$ cat config.mk
export PLATFORM = sky130hd
export DESIGN_NAME = axis_dword_framer
export DESIGN_NICKNAME = d
export VERILOG_FILES = /design/src/rtl/axis_dword_framer.sv
export SDC_FILE = /design/constraint.sdc
export NUM_CORES = 1
export LEC_CHECK = 0
export ABC_AREA = 1
export CAP_MARGIN = 15
export CORE_ASPECT_RATIO = 1.1
export CORE_MARGIN = 2
export CORE_UTILIZATION = 39
export CTS_CLUSTER_DIAMETER = 60
export DETAILED_ROUTE_END_ITERATION = 8
export GPL_ROUTABILITY_DRIVEN = 0
export GPL_TIMING_DRIVEN = 0
export HOLD_SLACK_MARGIN = 0.06
export PLACE_DENSITY_LB_ADDON = 0.05
export SYNTH_ARGS = -nofsm -noshare
export SYNTH_HDL_FRONTEND = slang
export SYNTH_SLANG_ARGS = --single-unit
export TNS_END_PERCENT = 100
$ cat constraint.sdc
create_clock -name aclk -period 2.9 [get_ports aclk]
set_clock_uncertainty 0.05 [all_clocks]
set_input_delay 0.29 -clock aclk [delete_from_list [all_inputs] [get_ports aclk]]
set_output_delay 0.29 -clock aclk [all_outputs]
set_load 0.02 [all_outputs]
$ cat src/rtl/axis_dword_framer.sv
// Frames dword-aligned read data into a byte-qualified AXI-Stream packet.
// A command selects a byte window; tkeep marks valid lanes and tlast the final dword.
module axis_dword_framer #(
    parameter string BIG_ENDIAN = "TRUE"
) (
    input  logic        aclk,
    input  logic        aresetn,
    input  logic [1:0]  cmd_src_off_i,
    input  logic [15:0] cmd_len_i,
    input  logic [1:0]  cmd_dst_off_i,
    input  logic        cmd_valid_i,
    output logic        cmd_ready_o,
    input  logic [31:0] d_tdata_i,
    input  logic        d_tvalid_i,
    output logic        d_tready_o,
    output logic [31:0] m_tdata_o,
    output logic [3:0]  m_tkeep_o,
    output logic        m_tlast_o,
    output logic [1:0]  m_tuser_o,
    output logic        m_tvalid_o,
    input  logic        m_tready_i
);

    localparam bit BigEnd = (BIG_ENDIAN == "TRUE");

    typedef enum logic [0:0] {StIdle, StBusy} state_e;

    state_e      state_q;
    logic [14:0] cnt_q;
    logic        first_q;
    logic [1:0]  src_off_q;
    logic [1:0]  dst_off_q;
    logic [1:0]  end_off_q;
    logic [31:0] m_tdata_q;
    logic [3:0]  m_tkeep_q;
    logic        m_tlast_q;
    logic [1:0]  m_tuser_q;
    logic        m_tvalid_q;

    logic [16:0] span_sum;
    logic [14:0] cmd_words;
    logic [1:0]  cmd_end_off;
    logic        d_hs;
    logic        m_hs;
    logic        last_word;
    logic [3:0]  first_mask;
    logic [3:0]  last_mask;
    logic [3:0]  keep_be;
    logic [3:0]  keep_lane;

    always_comb begin
        span_sum    = {15'd0, cmd_src_off_i} + {1'b0, cmd_len_i} + 17'd3;
        cmd_words   = span_sum[16:2];
        // (src + len) & 3 recovered from the rounded-up sum.
        cmd_end_off = span_sum[1:0] + 2'd1;

        cmd_ready_o = (state_q == StIdle);
        d_tready_o  = (state_q == StBusy) && (!m_tvalid_q || m_tready_i);
        d_hs        = d_tvalid_i && d_tready_o;
        m_hs        = m_tvalid_q && m_tready_i;
        last_word   = (cnt_q == 15'd1);

        first_mask = 4'b1111;
        unique case (src_off_q)
            2'd0: first_mask = 4'b1111;
            2'd1: first_mask = 4'b0111;
            2'd2: first_mask = 4'b0011;
            2'd3: first_mask = 4'b0001;
            default: first_mask = 4'b1111;
        endcase

        last_mask = 4'b1111;
        unique case (end_off_q)
            2'd0: last_mask = 4'b1111;
            2'd1: last_mask = 4'b1000;
            2'd2: last_mask = 4'b1100;
            2'd3: last_mask = 4'b1110;
            default: last_mask = 4'b1111;
        endcase

        keep_be   = (first_q ? first_mask : 4'b1111) & (last_word ? last_mask : 4'b1111);
        keep_lane = BigEnd ? keep_be : {keep_be[0], keep_be[1], keep_be[2], keep_be[3]};
    end

    always_ff @(posedge aclk or negedge aresetn) begin
        if (!aresetn) begin
            state_q    <= StIdle;
            cnt_q      <= '0;
            first_q    <= 1'b0;
            src_off_q  <= '0;
            dst_off_q  <= '0;
            end_off_q  <= '0;
            m_tdata_q  <= '0;
            m_tkeep_q  <= '0;
            m_tlast_q  <= 1'b0;
            m_tuser_q  <= '0;
            m_tvalid_q <= 1'b0;
        end else begin
            unique case (state_q)
                StIdle: begin
                    // Zero-length commands are consumed here without leaving IDLE.
                    if (cmd_valid_i && (cmd_len_i != 16'd0)) begin
                        src_off_q <= cmd_src_off_i;
                        dst_off_q <= cmd_dst_off_i;
                        end_off_q <= cmd_end_off;
                        cnt_q     <= cmd_words;
                        first_q   <= 1'b1;
                        state_q   <= StBusy;
                    end
                end
                StBusy: begin
                    if (d_hs) begin
                        cnt_q   <= cnt_q - 15'd1;
                        first_q <= 1'b0;
                        if (last_word) begin
                            state_q <= StIdle;
                        end
                    end
                end
                default: state_q <= StIdle;
            endcase

            if (d_hs) begin
                m_tdata_q  <= d_tdata_i;
                m_tkeep_q  <= keep_lane;
                m_tlast_q  <= last_word;
                m_tuser_q  <= dst_off_q;
                m_tvalid_q <= 1'b1;
            end else if (m_hs) begin
                m_tvalid_q <= 1'b0;
            end
        end
    end

    assign m_tdata_o  = m_tdata_q;
    assign m_tkeep_o  = m_tkeep_q;
    assign m_tlast_o  = m_tlast_q;
    assign m_tuser_o  = m_tuser_q;
    assign m_tvalid_o = m_tvalid_q;

endmodule

==> metrics, run 1 <==
largest net degree at the start of global routing=64; Int Pwr=0.00244 W; Die H=approximately 100 um; CTS Sinks=between 60 and 70; outcome=completed; Tcrit/Tclk final=approximately 79%; root buf cell=clkbuf_8; Clock Path Buffers=2; clk_lat worst skew=about 0.35 ns; Starting Density=between 40% and 50%; first-pass GRT wire length=about 16 mm; Crit Path Category=input port to flop; number of global-route vias before repair=3400; count of cell types in the netlist=33; Final Hold Viols=0; Tmin final=~2.3 ns; commonest non-fill, non-tap cell in the layout=nand2_1; Worst EP required=just over 3 ns; Hold Buf Count CTS=1; dpl hpwl=a little over 7 mm; CTS Buf Count=9; antenna violations before repair=0; Clk pwr share=roughly 22%; nets=roughly 650; leak pwr=2.42 nW; commonest cells after routing, fill and taps aside=nand2_1, clkdlybuf4s50_1, dfrtp_1; Gate power share=43.3%; overall routed net length=roughly 9.5 mm; CTS clk-pin slew, worst paths=about 0.080 ns; Synth area leader=dfrtp_1; crit path launch type=input port; io pins=slightly below 100; FF+latch count, synth=63; # resized after CTS=0; Setup Fix Bufs, Post-CTS=0; yosys warns=0; Synth top area share=between 40 and 50%; pins over their slew limit=0; Port Buf Inserts=a little under 100; pwr dens=roughly 820 mW/mm2; remaining antenna violation count=0; Final Non-Filler Cells=between 700 and 800; placed cell area=approximately 0.0047 mm2; setup TNS=0 ns; P&R area growth vs syn=38.4%; H-tree depth=3; Routed WL per cell=approximately 13 um; Net Sw Frac=39.7%; max_cap viols=0; Synth Instances=around 480; initial DRC count=128; fraction of layout cells with a size suffix above 1=10.1%; vias per inst=roughly 4.8; first-pass detailed-route iteration total=4; Chip Width=94.9 um; switching pwr=~0.0016 W; Critical Path End Type=flop; syn_nets=~540; worst-path maximum fanout=4; Hold Crit Class=input port to flop; Syn Std Cell Area=0.00354 mm2; RSZ-0062 raised after global routing=no; Reg power frac=about a third; CTS tree=built; worst-margin pin slew=between 0.8 and 0.9 ns; Residual DRC=0; Max Fclk=roughly 440 MHz; Remaining Overflow, GRT=0; full die area=just under 0.01 mm2; ranking of synthesized cells by area=dfrtp_1, nand2_1, nand3_1; GRT Util Overall=20.7%; sequential fraction of the synthesis area=between 40 and 50%; row cnt=36; vias post-DR=3373; final setup violation count=0; core area=approximately 0.0088 mm2; Inst Count DP=~700; WP data arrival=2.47 ns; average cell area after synthesis=around 7.4 um2; antenna cells=0; Max rail drop VDD=0.361 mV; Final Instance Area=0.00491 mm2; slew margin rel.=44.0%
[cell usage after synthesis, drive strengths merged]
| master | n |
|---|---|
| ha | 8 |
| o22ai | 2 |
| o211ai | 1 |
| buf | 15 |
| xor2 | 2 |
| nand4 | 4 |
| clkbuf | 1 |
| a21boi | 1 |
| nand2 | 206 |
| a21oi | 8 |
| dfrtp | 63 |
| nand3 | 41 |
| fa | 1 |
| inv | 41 |
| nor3 | 2 |
| o21ai | 26 |
| nor3b | 1 |
| xnor2 | 3 |
| a22o | 1 |
| nor2 | 51 |
[sequential cells by signal, summed over array words and instances, names as in the netlist]
name / cells
m_tdata_o: 32
cnt_q: 15
m_tkeep_o: 4
dst_off_q: 2
end_off_q: 2
m_tuser_o: 2
src_off_q: 2
first_q: 1
m_tlast_o: 1
m_tvalid_o: 1
state_q: 1
[metrics by stage]
step / hold WS [ns] / utilization (%) / worst slack [ns] / total power (W)
2_1_floorplan: -0.0556 / - / 0.990 / 0.00249
3_3_place_gp: 0.411 / 52.9 / -0.776 / 0.00315
3_5_place_dp: 0.407 / 52.8 / 0.257 / 0.00318
4_1_cts: 0.394 / 55.6 / 0.614 / 0.00410
5_1_grt: 0.403 / 55.6 / 0.529 / 0.00437
6_report: 0.409 / 55.6 / 0.618 / 0.00405
[kinds of logic after synthesis]
family | Yosys count | share of synthesized area (%)
simple gates | 305 | 36.1
flops | 63 | 44.5
buf+inv | 57 | 7.41
compound gates | 39 | 7.34
fa+ha+maj | 9 | 3.39
xor+xnor | 5 | 1.24
[critical path: stages]
cell and delay [ns]:
clkdlybuf4s50_1 0.45, inv_1 0.05, ha_1 0.27, inv_1 0.04
ha_1 0.21, fa_1 0.43, nand3_2 0.14, inv_1 0.08
nand2_1 0.11, nor2_1 0.05, nand2_1 0.05, nand3_1 0.12
nand3_1 0.11, nand2_1 0.05
[power groups by stage]
stage / registers [W] / clock network, W / logic [W]
2_1_floorplan: 0.00157 / 0 / 0.000923
3_3_place_gp: 0.00141 / 0 / 0.00174
3_5_place_dp: 0.00142 / 0 / 0.00176
4_1_cts: 0.00141 / 0.000916 / 0.00178
5_1_grt: 0.00145 / 0.000963 / 0.00196
6_report: 0.00141 / 0.000889 / 0.00175
[per-layer routing]
layer	vias to the layer above	track usage, %	wire (um)
met5	-	0	0
met4	0	6.73	173
met2	86	35.5	4670
met3	16	5.65	568
met1	1558	24.8	4050
li1	1713	-	-
[path summary, 6_finish.rpt]
path / startpoint / endpoint / slack (ns) / cells after the start
setup / recovery: cmd_src_off_i[1] / cnt_q[9]$_DFFE_PN0P_ / 0.62 / 14
hold / removal: d_tdata_i[15] / m_tdata_o[15]$_DFFE_PN0P_ / 0.41 / 3
setup reg to reg: cnt_q[0]$_DFFE_PN0P_ / cnt_q[14]$_DFFE_PN0P_ / 1.29 / 9
hold reg to reg: m_tdata_o[10]$_DFFE_PN0P_ / m_tdata_o[10]$_DFFE_PN0P_ / 0.43 / 2
max in group asynchronous: aresetn / cnt_q[6]$_DFFE_PN0P_ / 1.71 / 2
min in group asynchronous: aresetn / m_tdata_o[24]$_DFFE_PN0P_ / 0.52 / 2
[cell type report]
class	instances	area [um2]
inverter	41	154
fill	870	3920
timing repair buffer	99	988
clock buffer	10	138
buffer	16	109
tap	114	143
sequential	63	1580
multi-input combinational	358	1710
clock inverter	6	93.8
Power figures use the tool's default switching activity.
==> inputs of run 2 (changes only) <==
==> constraint.sdc (replaced) <==
create_clock -name aclk -period 2.3 [get_ports aclk]
set_clock_uncertainty 0.05 [all_clocks]
set_input_delay 0.23 -clock aclk [delete_from_list [all_inputs] [get_ports aclk]]
set_output_delay 0.23 -clock aclk [all_outputs]
set_load 0.02 [all_outputs]
==> run 2 against run 1 <==
  * Total power increased by 26%
  * Final cell count unchanged
  * Largest power group unchanged
  * Clock power increased by 27%
==> metrics, run 2 (synthesized netlist as in run 1, its figures left out) <==
crit path launch type=input port; Die H=104 um (unchanged); PnR worst setup slack=0.136 ns (-0.483 ns); Remaining Overflow, GRT=0 (unchanged); commonest cells after routing, fill and taps aside=nand2_1, clkdlybuf4s50_1, dfrtp_1; Max rail drop VDD=0.456 mV (+26%); Max Fclk=about 460 MHz; Slowest-stage cell, CP=clkdlybuf4s50_1; R2R cell count=9 (unchanged); root buf cell=clkbuf_8; WHS Endpoint=m_tdata_o[15]$_DFFE_PN0P_; max incr delay on CP=0.45 ns (about the same); full die area=0.00987 mm2 (unchanged); vias per inst=4.78 (about the same); CP bufs+invs=4 (unchanged); Chip Width=94.9 um (unchanged); GRT Util Overall=20.7% (unchanged); H-tree depth=3 (unchanged); Residual DRC=0 (unchanged); CTS clk-pin slew, worst paths=0.08 ns (about the same); first-pass detailed-route iteration total=4 (unchanged); antenna cells=0 (unchanged); flip-flop count of the largest register after layout=32 (unchanged); Tcrit/Tclk final=a little over nine tenths; remaining antenna violation count=0 (unchanged); nets=654 (unchanged); Routed WL per cell=13.4 um (+0.35%); dpl hpwl=7.04 mm (unchanged); reg2reg end=cnt_q[14]$_DFFE_PN0P_; Starting Density=40.2% (unchanged); CTS Sinks=63 (unchanged); Worst EP required=2.49 ns (-0.60 ns); overall routed net length=9.50 mm (+0.35%); largest net degree at the start of global routing=64 (unchanged); fraction of layout cells with a size suffix above 1=10.3% (+0.17 points); leak pwr=2.42 nW (about the same); antenna violations before repair=0 (unchanged); Net Sw Frac=39.8% (+0.078 points); clk_lat worst skew=0.36 ns (about the same); RSZ-0062 raised after global routing=no; Tmin final=between 2 and 2.5 ns; Int Pwr=0.00308 W (+26%); Gate power share=43.2% (about the same); fill count=872 (+0.23%); max_cap viols=0 (unchanged); Hold Crit Class=input port to flop; hold_sp=d_tdata_i[15]; vias post-DR=3376 (+0.089%); worst r2r src=cnt_q[0]$_DFFE_PN0P_; family with the most delay on the worst path=adder cells; worst-path maximum fanout=4 (unchanged); row cnt=36 (unchanged); commonest non-fill, non-tap cell in the layout=nand2_1; first-pass GRT wire length=15.9 mm (unchanged); io pins=99 (unchanged); setup TNS=0 ns (unchanged); CTS tree=built; pins over their slew limit=0 (unchanged); initial DRC count=127 (-0.78%); slew margin rel.=43.5% (-0.51 points); Fin Hold WS=0.347 ns (-0.0624 ns); Reg power frac=34.7% (about the same); WP data arrival=2.35 ns (-0.12 ns); Port Buf Inserts=98 (unchanged); number of global-route vias before repair=3400 (unchanged); pwr dens=1040 mW/mm2 (+26%); Hold Path Cell Cnt=3 (unchanged); placed cell area=0.00467 mm2 (unchanged); Final Hold Viols=0 (unchanged); Register Area=0.00158 mm2 (unchanged); dpl ws=-0.283 ns (-0.540 ns); R2R setup slack=0.69 ns (-0.60 ns); Critical Path End Type=flop; CTS Buf Count=9 (unchanged); final setup violation count=0 (unchanged); core area=0.00883 mm2 (unchanged); multi-input logic area=0.00171 mm2 (+0.15%); Clock Path Buffers=2 (unchanged); switching pwr=0.00203 W (+27%); Clk pwr share=22.0% (about the same); cell count along the critical path=14 (unchanged); Critical Path, Cell by Cell=clkdlybuf4s50_1, inv_1, ha_1, inv_1, ha_1, fa_2, nand3_2, inv_1, nand2_1, nor2_1, nand2_1, nand3_1, nand3_1, nand2_1; Crit Path Category=input port to flop; outcome=completed; P&R area growth vs syn=38.5% (about the same); worst-margin pin slew=0.847 ns (+0.00767 ns); Final Instance Area=0.00491 mm2 (about the same)
-- run 2: changes by cell type in the layout (fill, tap and decap cells not counted) --
cell	before	now
fa_2	0	1
fa_1	1	0
-- run 2: worst max-delay path by stage --
| stage | to | slack (ns) | startpoint |
|---|---|---|---|
| after floorplan | cnt_q[9]$_DFFE_PN0P_ | 0.45 | cmd_src_off_i[1] |
| after global routing | cnt_q[9]$_DFFE_PN0P_ | 0.06 | cmd_src_off_i[1] |
| after detailed placement | cnt_q[9]$_DFFE_PN0P_ | -0.28 | cmd_len_i[1] |
| after CTS | cnt_q[9]$_DFFE_PN0P_ | 0.07 | cmd_src_off_i[1] |
| final | cnt_q[9]$_DFFE_PN0P_ | 0.14 | cmd_src_off_i[1] |
| after global placement | m_tdata_o[7]$_DFFE_PN0P_ | -1.32 | aresetn |
-- run 2: routing by layer --
layer  GRT usage (%)  share of wire, %  up-vias
li1                -                 -     1712
met2            35.5                50       85
met5               0                 0        -
met3            5.65               6.1       16
met1            24.8                42     1563
met4            6.73               1.8        0
-- run 2: repair_timing --
action                                  4_1_cts  5_1_grt
resized for setup                             0        1
setup buffers                                 0        0
endpoints found under the hold margin        63        0
endpoints found under the setup margin        0        3
hold buffers                                  1        0
-- run 2: power groups by stage --
stage                     clock network [W]  registers, W  logic, W
after floorplan                           0       0.00198   0.00116
after global placement                    0       0.00178   0.00219
after detailed placement                  0       0.00178   0.00222
after CTS                           0.00115       0.00178   0.00224
after global routing                0.00121       0.00183   0.00247
final                               0.00113       0.00177   0.00221
-- run 2: layout make-up --
class                           count  share of cell area (%)
Inverter                           41                    3.13
Sequential cell                    63                    32.1
Clock buffer                       10                    2.80
Tap cell                          114                    2.91
Timing Repair Buffer               99                    20.1
Clock inverter                      6                    1.91
Multi-Input combinational cell    358                    34.8
Buffer                             16                    2.22
-- run 2: worst register-to-register path, cell delays in order (launching register included) --
cell and delay [ns]:
dfrtp_1 0.43, inv_1 0.14, ha_1 0.22, nand2_2 0.11, nor2_4 0.18, nand3_1 0.09, o21ai_1 0.13, nand2_1 0.06
nand2_1 0.05, nand2_1 0.05
-- run 2: per-stage QoR --
stage	total power, W	instances	utilization [%]
2_1_floorplan	0.00314	478	-
3_3_place_gp	0.00397	690	52.9
3_5_place_dp	0.00401	690	52.8
4_1_cts	0.00517	707	55.6
5_1_grt	0.00551	707	55.6
6_report	0.00511	707	55.6
